===== src/rtl/cla_pipe_addsub_if.sv =====
// rtl/cla_pipe_addsub_if.sv - operand/result handshake bundle for cla_pipe_addsub
interface cla_pipe_addsub_if #(
  parameter int WIDTH = 64
);
  logic             in_valid;
  logic             in_ready;
  logic [WIDTH-1:0] in_a;
  logic [WIDTH-1:0] in_b;
  logic             in_cin;
  logic             in_sub;
  logic             out_valid;
  logic             out_ready;
  logic [WIDTH-1:0] out_sum;
  logic             out_cout;
  logic             out_ovf;

  modport master (
    output in_valid, in_a, in_b, in_cin, in_sub, out_ready,
    input  in_ready, out_valid, out_sum, out_cout, out_ovf
  );

  modport slave (
    input  in_valid, in_a, in_b, in_cin, in_sub, out_ready,
    output in_ready, out_valid, out_sum, out_cout, out_ovf
  );
endinterface


===== src/rtl/cla_pipe_addsub.sv =====
// rtl/cla_pipe_addsub.sv - pipelined segmented carry-lookahead adder/subtractor
// Define CLA_SAT_EN to clamp out_sum to signed max/min on overflow.
module cla_pipe_addsub #(
  parameter int WIDTH  = 64,
  parameter int STAGES = 4
) (
  input logic              clk,
  input logic              rst,
  cla_pipe_addsub_if.slave bus
);
  localparam int SEG = WIDTH / STAGES;
  localparam int NG  = SEG / 4;

  // Each stage carries the whole operand pair forward; segments beyond k are still unsummed.
  typedef struct packed {
    logic [WIDTH-1:0] a;
    logic [WIDTH-1:0] b;
    logic [WIDTH-1:0] sum;
    logic             c;
    logic             cm;
  } stage_t;

  // Returns {carry out, carry into top bit, sum} for one segment.
  function automatic logic [SEG+1:0] seg_add(input logic [SEG-1:0] a,
                                             input logic [SEG-1:0] b,
                                             input logic           cin);
    logic [SEG-1:0] p;
    logic [SEG-1:0] g;
    logic [SEG:0]   c;
    logic [NG-1:0]  gp;
    logic [NG-1:0]  gg;
    logic [NG:0]    gc;
    p = a ^ b;
    g = a & b;
    for (int j = 0; j < NG; j++) begin
      gp[j] = &p[4*j +: 4];
      gg[j] = g[4*j+3] | (p[4*j+3] & g[4*j+2]) | (p[4*j+3] & p[4*j+2] & g[4*j+1])
            | (p[4*j+3] & p[4*j+2] & p[4*j+1] & g[4*j]);
    end
    gc[0] = cin;
    for (int j = 0; j < NG; j++) gc[j+1] = gg[j] | (gp[j] & gc[j]);
    for (int j = 0; j < NG; j++) begin
      c[4*j] = gc[j];
      for (int i = 0; i < 3; i++) c[4*j+i+1] = g[4*j+i] | (p[4*j+i] & c[4*j+i]);
    end
    c[SEG] = gc[NG];
    return {c[SEG], c[SEG-1], p ^ c[SEG-1:0]};
  endfunction

  stage_t            stage_q [STAGES];
  stage_t            stage_d [STAGES];
  logic [STAGES-1:0] vld_q;
  logic [STAGES-1:0] vld_d;
  logic              adv;

  assign adv          = ~vld_q[STAGES-1] | bus.out_ready;
  assign bus.in_ready = adv;

  always_comb begin
    vld_d    = '0;
    vld_d[0] = bus.in_valid;
    for (int k = 1; k < STAGES; k++) vld_d[k] = vld_q[k-1];
  end

  always_comb begin
    stage_t         src;
    logic [SEG+1:0] res;
    src = '0;
    res = '0;
    for (int k = 0; k < STAGES; k++) begin
      if (k == 0) begin
        src.a   = bus.in_a;
        src.b   = bus.in_b ^ {WIDTH{bus.in_sub}};
        src.sum = '0;
        src.c   = bus.in_cin;
        src.cm  = 1'b0;
      end else begin
        src = stage_q[(k == 0) ? 0 : k-1];
      end
      res                         = seg_add(src.a[k*SEG +: SEG], src.b[k*SEG +: SEG], src.c);
      stage_d[k]                  = src;
      stage_d[k].sum[k*SEG +: SEG] = res[SEG-1:0];
      stage_d[k].cm               = res[SEG];
      stage_d[k].c                = res[SEG+1];
    end
`ifdef CLA_SAT_EN
    // Operands share a sign on overflow, so operand A's MSB gives the true result's sign.
    if (stage_d[STAGES-1].c ^ stage_d[STAGES-1].cm)
      stage_d[STAGES-1].sum = stage_d[STAGES-1].a[WIDTH-1] ? {1'b1, {(WIDTH-1){1'b0}}}
                                                           : {1'b0, {(WIDTH-1){1'b1}}};
`endif
  end

  // Stages only load on a valid beat so the outputs keep the last result across bubbles.
  always_ff @(posedge clk) begin
    if (rst) begin
      vld_q <= '0;
      for (int k = 0; k < STAGES; k++) stage_q[k] <= '0;
    end else if (adv) begin
      vld_q <= vld_d;
      for (int k = 0; k < STAGES; k++) begin
        if (vld_d[k]) stage_q[k] <= stage_d[k];
      end
    end
  end

  assign bus.out_valid = vld_q[STAGES-1];
  assign bus.out_sum   = stage_q[STAGES-1].sum;
  assign bus.out_cout  = stage_q[STAGES-1].c;
  assign bus.out_ovf   = stage_q[STAGES-1].c ^ stage_q[STAGES-1].cm;
endmodule


===== src/flat_wrapper.sv =====
// flat-port wrapper written by rule: the top's interface ports become plain ports
module cla_pipe_addsub_flat 
#(
  parameter int WIDTH  = 64,
  parameter int STAGES = 4
)
  (clk, rst, bus_in_valid, bus_in_a, bus_in_b, bus_in_cin, bus_in_sub, bus_out_ready, bus_in_ready, bus_out_valid, bus_out_sum, bus_out_cout, bus_out_ovf);
  cla_pipe_addsub_if #(.WIDTH(WIDTH)) bus_i ();
  input logic clk;
  input logic rst;
  input wire logic [$bits(bus_i.in_valid)-1:0] bus_in_valid;
  input wire logic [$bits(bus_i.in_a)-1:0] bus_in_a;
  input wire logic [$bits(bus_i.in_b)-1:0] bus_in_b;
  input wire logic [$bits(bus_i.in_cin)-1:0] bus_in_cin;
  input wire logic [$bits(bus_i.in_sub)-1:0] bus_in_sub;
  input wire logic [$bits(bus_i.out_ready)-1:0] bus_out_ready;
  output wire logic [$bits(bus_i.in_ready)-1:0] bus_in_ready;
  output wire logic [$bits(bus_i.out_valid)-1:0] bus_out_valid;
  output wire logic [$bits(bus_i.out_sum)-1:0] bus_out_sum;
  output wire logic [$bits(bus_i.out_cout)-1:0] bus_out_cout;
  output wire logic [$bits(bus_i.out_ovf)-1:0] bus_out_ovf;
  assign bus_i.in_valid = bus_in_valid;
  assign bus_i.in_a = bus_in_a;
  assign bus_i.in_b = bus_in_b;
  assign bus_i.in_cin = bus_in_cin;
  assign bus_i.in_sub = bus_in_sub;
  assign bus_i.out_ready = bus_out_ready;
  assign bus_in_ready = bus_i.in_ready;
  assign bus_out_valid = bus_i.out_valid;
  assign bus_out_sum = bus_i.out_sum;
  assign bus_out_cout = bus_i.out_cout;
  assign bus_out_ovf = bus_i.out_ovf;
  cla_pipe_addsub #(.WIDTH(WIDTH), .STAGES(STAGES)) u_core (.clk(clk), .rst(rst), .bus(bus_i));
endmodule

===== config.mk =====
export PLATFORM = sky130hd
export DESIGN_NAME = cla_pipe_addsub_flat
export DESIGN_NICKNAME = d
export VERILOG_FILES = /design/src/rtl/cla_pipe_addsub_if.sv /design/src/rtl/cla_pipe_addsub.sv /design/src/flat_wrapper.sv
export SDC_FILE = /design/constraint.sdc
export NUM_CORES = 1
export LEC_CHECK = 0
export ABC_AREA = 0
export BUFFER_PORTS_ARGS = -buffer_cell sky130_fd_sc_hd__buf_2
export CAP_MARGIN = 40
export CORE_MARGIN = 2
export CORE_UTILIZATION = 45
export CTS_BUF_LIST = sky130_fd_sc_hd__clkbuf_2
export CTS_CLUSTER_DIAMETER = 200
export CTS_CLUSTER_SIZE = 12
export DETAILED_ROUTE_END_ITERATION = 8
export PLACE_DENSITY = 0.66
export SLEW_MARGIN = 20
export SYNTH_ARGS = -nofsm -noshare
export SYNTH_HDL_FRONTEND = slang
export SYNTH_SLANG_ARGS = --single-unit

===== constraint.sdc =====
create_clock -name clk -period 4.3 [get_ports clk]
set_clock_uncertainty 0.05 [all_clocks]
set_input_delay 0.645 -clock clk [delete_from_list [all_inputs] [get_ports clk]]
set_output_delay 0.645 -clock clk [all_outputs]
set_load 0.05 [all_outputs]

After elaboration in Yosys (flattened, before gate mapping). Memories as Yosys holds them, arrays and structs flattened. Index checks and enable logic that the tools add are counted.

Register bits after elaboration: 4. Memory bits (writable): 776. Input port bits: 134. Output and inout port bits: 68. Logic and storage cells: 316. Memories kept: 1.

Memory list: u_core.stage_q (depth 4, bits a word 194, read ports 4, clocked after memory_dff 0, wr ports 4, line cla_pipe_addsub.sv:50) `stage_t stage_q [STAGES];`.

Mux-type cells: 22. Bitwise operators: 276. Reductions and logical operators: 16.

Operator list (count): 194-bit two-way mux (4); 1-bit bitwise AND (144); 16-bit XOR (8); 1-bit bitwise OR (117); 16-bit bitwise AND (4); 4-bit AND reduction (16); 64-bit XOR (1); 1-bit two-way mux (18); 1-bit inverter (1); 1-bit XOR (1).

Depth between registers and ports, before layout.
Depth in word-level cells: 19. Depth in mapped cells: 14.

Worst setup path before layout. No wires, ideal clock.

Path type: input port to flip-flop. Start: input port bus_out_ready. End: memory u_core.stage_q[0][100] (netlist bit) (enable). Arrival: 3792 ps. Path slack: -33 ps. Stages: 4. Buffers on the path: 0. Cell sequence: nor2b_4 > inv_1 > nand2_1 > nand2b_1.

RTL lines: from (decl) (line flat_wrapper.sv:16) `input wire logic [$bits(bus_i.out_ready)-1:0] bus_out_ready;`; to (decl) (line cla_pipe_addsub.sv:50).

==> results.json <==
{
  "status": "finished, final reports clean",
  "io_pins": 202,
  "crit_path_frequent_cell": "fa_1",
  "grt_start_max_net_pins": 276,
  "hp-class": "in2reg",
  "via_count": 9693,
  "wl_mm": 32.4,
  "mostFrequentLayoutCell": "edfxtp_1",
  "tightest_slew_ps": 978,
  "crit_chain": "ha_1 > a21oi_2 > nor2_1 > nor3_4 > inv_2 > o2bb2ai_2 > or2_2 > fa_1 > fa_1 > fa_1 > xnor2_1 > nor2_1",
  "leakage_uw": 0.00880,
  "via_per_inst": 4.91,
  "grt_pass1_vias": 10127,
  "cts_tree": "built",
  "post_cts_buffers": 0,
  "clk_latency_ps": 830,
  "crit_arrival_ps": 4080,
  "drtAntennaViolNets": 0,
  "cts_sinks": 361,
  "slowest_delay_ps": 470,
  "rsz0062_at_grt": "no",
  "ys_warn_count": 0,
  "drc": 0,
  "synth_ff_type": "edfxtp_1",
  "p_per_area_nw_per_um2": 335,
  "die_area_um2": 39500,
  "grt_usage_pct": 16.7,
  "cts_made_buffers": 36,
  "synth.distinct_cells": 41,
  "yosysTopAreaCell": "edfxtp_1",
  "die_w_um": 199,
  "cts-resized-gates": 0,
  "drtIter0Drc": 558,
  "cp_max_fo": 2,
  "dr.pass1.iters": 5,
  "cp-startpoint": "u_core.stage_q[0][82]",
  "total_power_uw": 6490,
  "synth_fp_nets": 1478,
  "grt_pass1_wl_mm": 51.3,
  "multi_input_area_um2": 5270,
  "fin_hold_ws_ps": 115,
  "ys_ff_latch": 361,
  "num_rows": 71,
  "vdd_drop_max_uv": 180,
  "setup_viol": 0,
  "die_h_um": 199,
  "crit_buf_inv": 1,
  "dpl.hpwl_mm": 20.8,
  "yosysTopAreaCellShare_pct": 62.8,
  "antenna_found_initial": 6,
  "avgSynthCellArea_um2": 13.8,
  "cp_data_required_time_ps": 4820,
  "crit_type": "reg2reg",
  "ys_async_sr_fraction_pct": 0,
  "crit_path_start_kind": "flop",
  "syn_area_um2": 17100,
  "layout_common_cells": "edfxtp_1 (357), and3_1 (270), buf_2 (200)",
  "fin_nets": 1687,
  "syn_to_final_growth_pct": 13.6,
  "cp_top_family": "adder cells",
  "fin_area_um2": 19400,
  "seqCellArea_um2": 10800,
  "r2r_start": "u_core.stage_q[0][82]",
  "crit_slowest_cell": "fa_1",
  "place_congestion": 0.852,
  "min_period_over_period_pct": 82.8,
  "relSlewSlack_pct": 34.8,
  "clockBufferDepth": 3,
  "avgRoutedWirePerCell_um": 16.4,
  "cp-end-kind": "flop",
  "start_util_pct": 45.5,
  "synth_area_leaders": "edfxtp_1 (63%), and3_1 (9.9%), fa_1 (5.6%)",
  "fmax_ghz": 0.281,
  "hp-start": "bus_in_b[25]",
  "root_buffer": "clkbuf_2",
  "seq_area_frac_synth_pct": 63.3,
  "setup_tns_ps": 0,
  "synthCells": 1232,
  "fillers": 3227,
  "dpl_cell_area_um2": 18100,
  "gr-total-overflow": 0,
  "drive_above_1_share_pct": 20.4,
  "portBuffers": 201,
  "maxCapViolCount": 0,
  "maxSlewViolCount": 0,
  "synth_edf_count": 357,
  "htree_levels": 2,
  "clkSlewWorstSetupHoldPaths_ps": 210,
  "core_um2": 37500,
  "finalHoldViolations": 0,
  "min_period_ps": 3560
}
-- layer usage --
layer  global-route usage, %  wire length (µm)  up-vias  share of wire, %
met1                    20.4             13500     4651                42
met4                    6.27               922        2               2.9
met3                    3.26              1450       65               4.5
met2                    29.3             16500      208                51
li1                        -                 -     4767                 -
met5                       0                13        -             0.040
-- cells by family after synthesis --
| logic type | share of synthesized area [%] |
|---|---|
| AND/OR/NAND/NOR | 13.9 |
| flip-flops | 63.3 |
| buffers and inverters | 5.98 |
| adder cells (fa/ha/maj) | 10.3 |
| XOR/XNOR | 4.16 |
| AO/OA/AOI/OAI | 2.33 |
-- cells in the mapped netlist, types with 2 or more instances --
cell type  instances
ha_1              64
buf_4             68
clkbuf_1          44
o21ai_0           11
o2bb2ai_2          2
nor3_2             3
o31a_1             2
a41o_1             2
nand3_1            4
and2_1             2
a211oi_2           2
nor2b_1            5
xnor2_1           56
clkbuf_2          13
inv_1             55
nand4_1            9
nor2_1            96
or2_2              3
and3_1           270
nand2b_1           4
a21oi_1           31
xor2_1            25
dfxtp_1            4
nand2_1           22
a21oi_2            2
o311a_1            2
edfxtp_1         357
buf_2             13
fa_1              48
inv_2              2
-- registers in the layout (all words and copies together), names as in the netlist --
register	cells
u_core.stage_q	357
u_core.vld_q	4
-- final cells by class --
type | count | share of cell area (%)
multi-input cells | 676 | 27.2
flip-flops and latches | 361 | 55.8
inverters | 57 | 1.10
well taps | 511 | 3.30
diodes | 4 | 0.0517
clock buffers | 53 | 1.37
repair buffers | 309 | 11.1
clock inverters | 3 | 0.0969
-- stage by stage --
| step | setup WS (ps) | util, % | instances |
|---|---|---|---|
| floorplan | 347 | - | 1232 |
| global placement | 643 | 48.1 | 1816 |
| detailed placement | 566 | 48.3 | 1819 |
| CTS | 711 | 51.6 | 1969 |
| global route | 560 | 51.7 | 1974 |
| finish | 738 | 51.7 | 1974 |
-- worst paths after layout --
kind / endpoint / slack [ps] / depth (start not counted)
worst max-delay path: u_core.stage_q[1][33] / 740 / 12
worst max register to register: u_core.stage_q[1][33] / 740 / 12
worst min register to register: u_core.stage_q[1][165] / 470 / 1
worst min-delay path: u_core.stage_q[0][91] / 120 / 3
-- worst register-to-register path: cells and delay by family (launching register included) --
| kind | cells | cell delay [ps] |
|---|---|---|
| AOI/OAI and AO/OA | 2 | 270 |
| DFF | 1 | 440 |
| adders and majority gates | 4 | 1690 |
| buffers and inverters | 1 | 80 |
| xor gates and xnor gates | 1 | 160 |
| and+or+nand+nor | 4 | 640 |
-- power by group --
part,switching [µW],leakage (µW),internal [µW]
Clock,1060,0.000235,323
Sequential,81.2,0.00385,4110
Combinational,551,0.00472,360
Total,1700,0.00880,4790
-- timing repair --
action                                 in CTS  in global routing
hold buffers                               94                  0
setup endpoints to repair                   0                  0
endpoints found under the hold margin      95                  0
No activity file was read; power rests on OpenSTA's default activity.
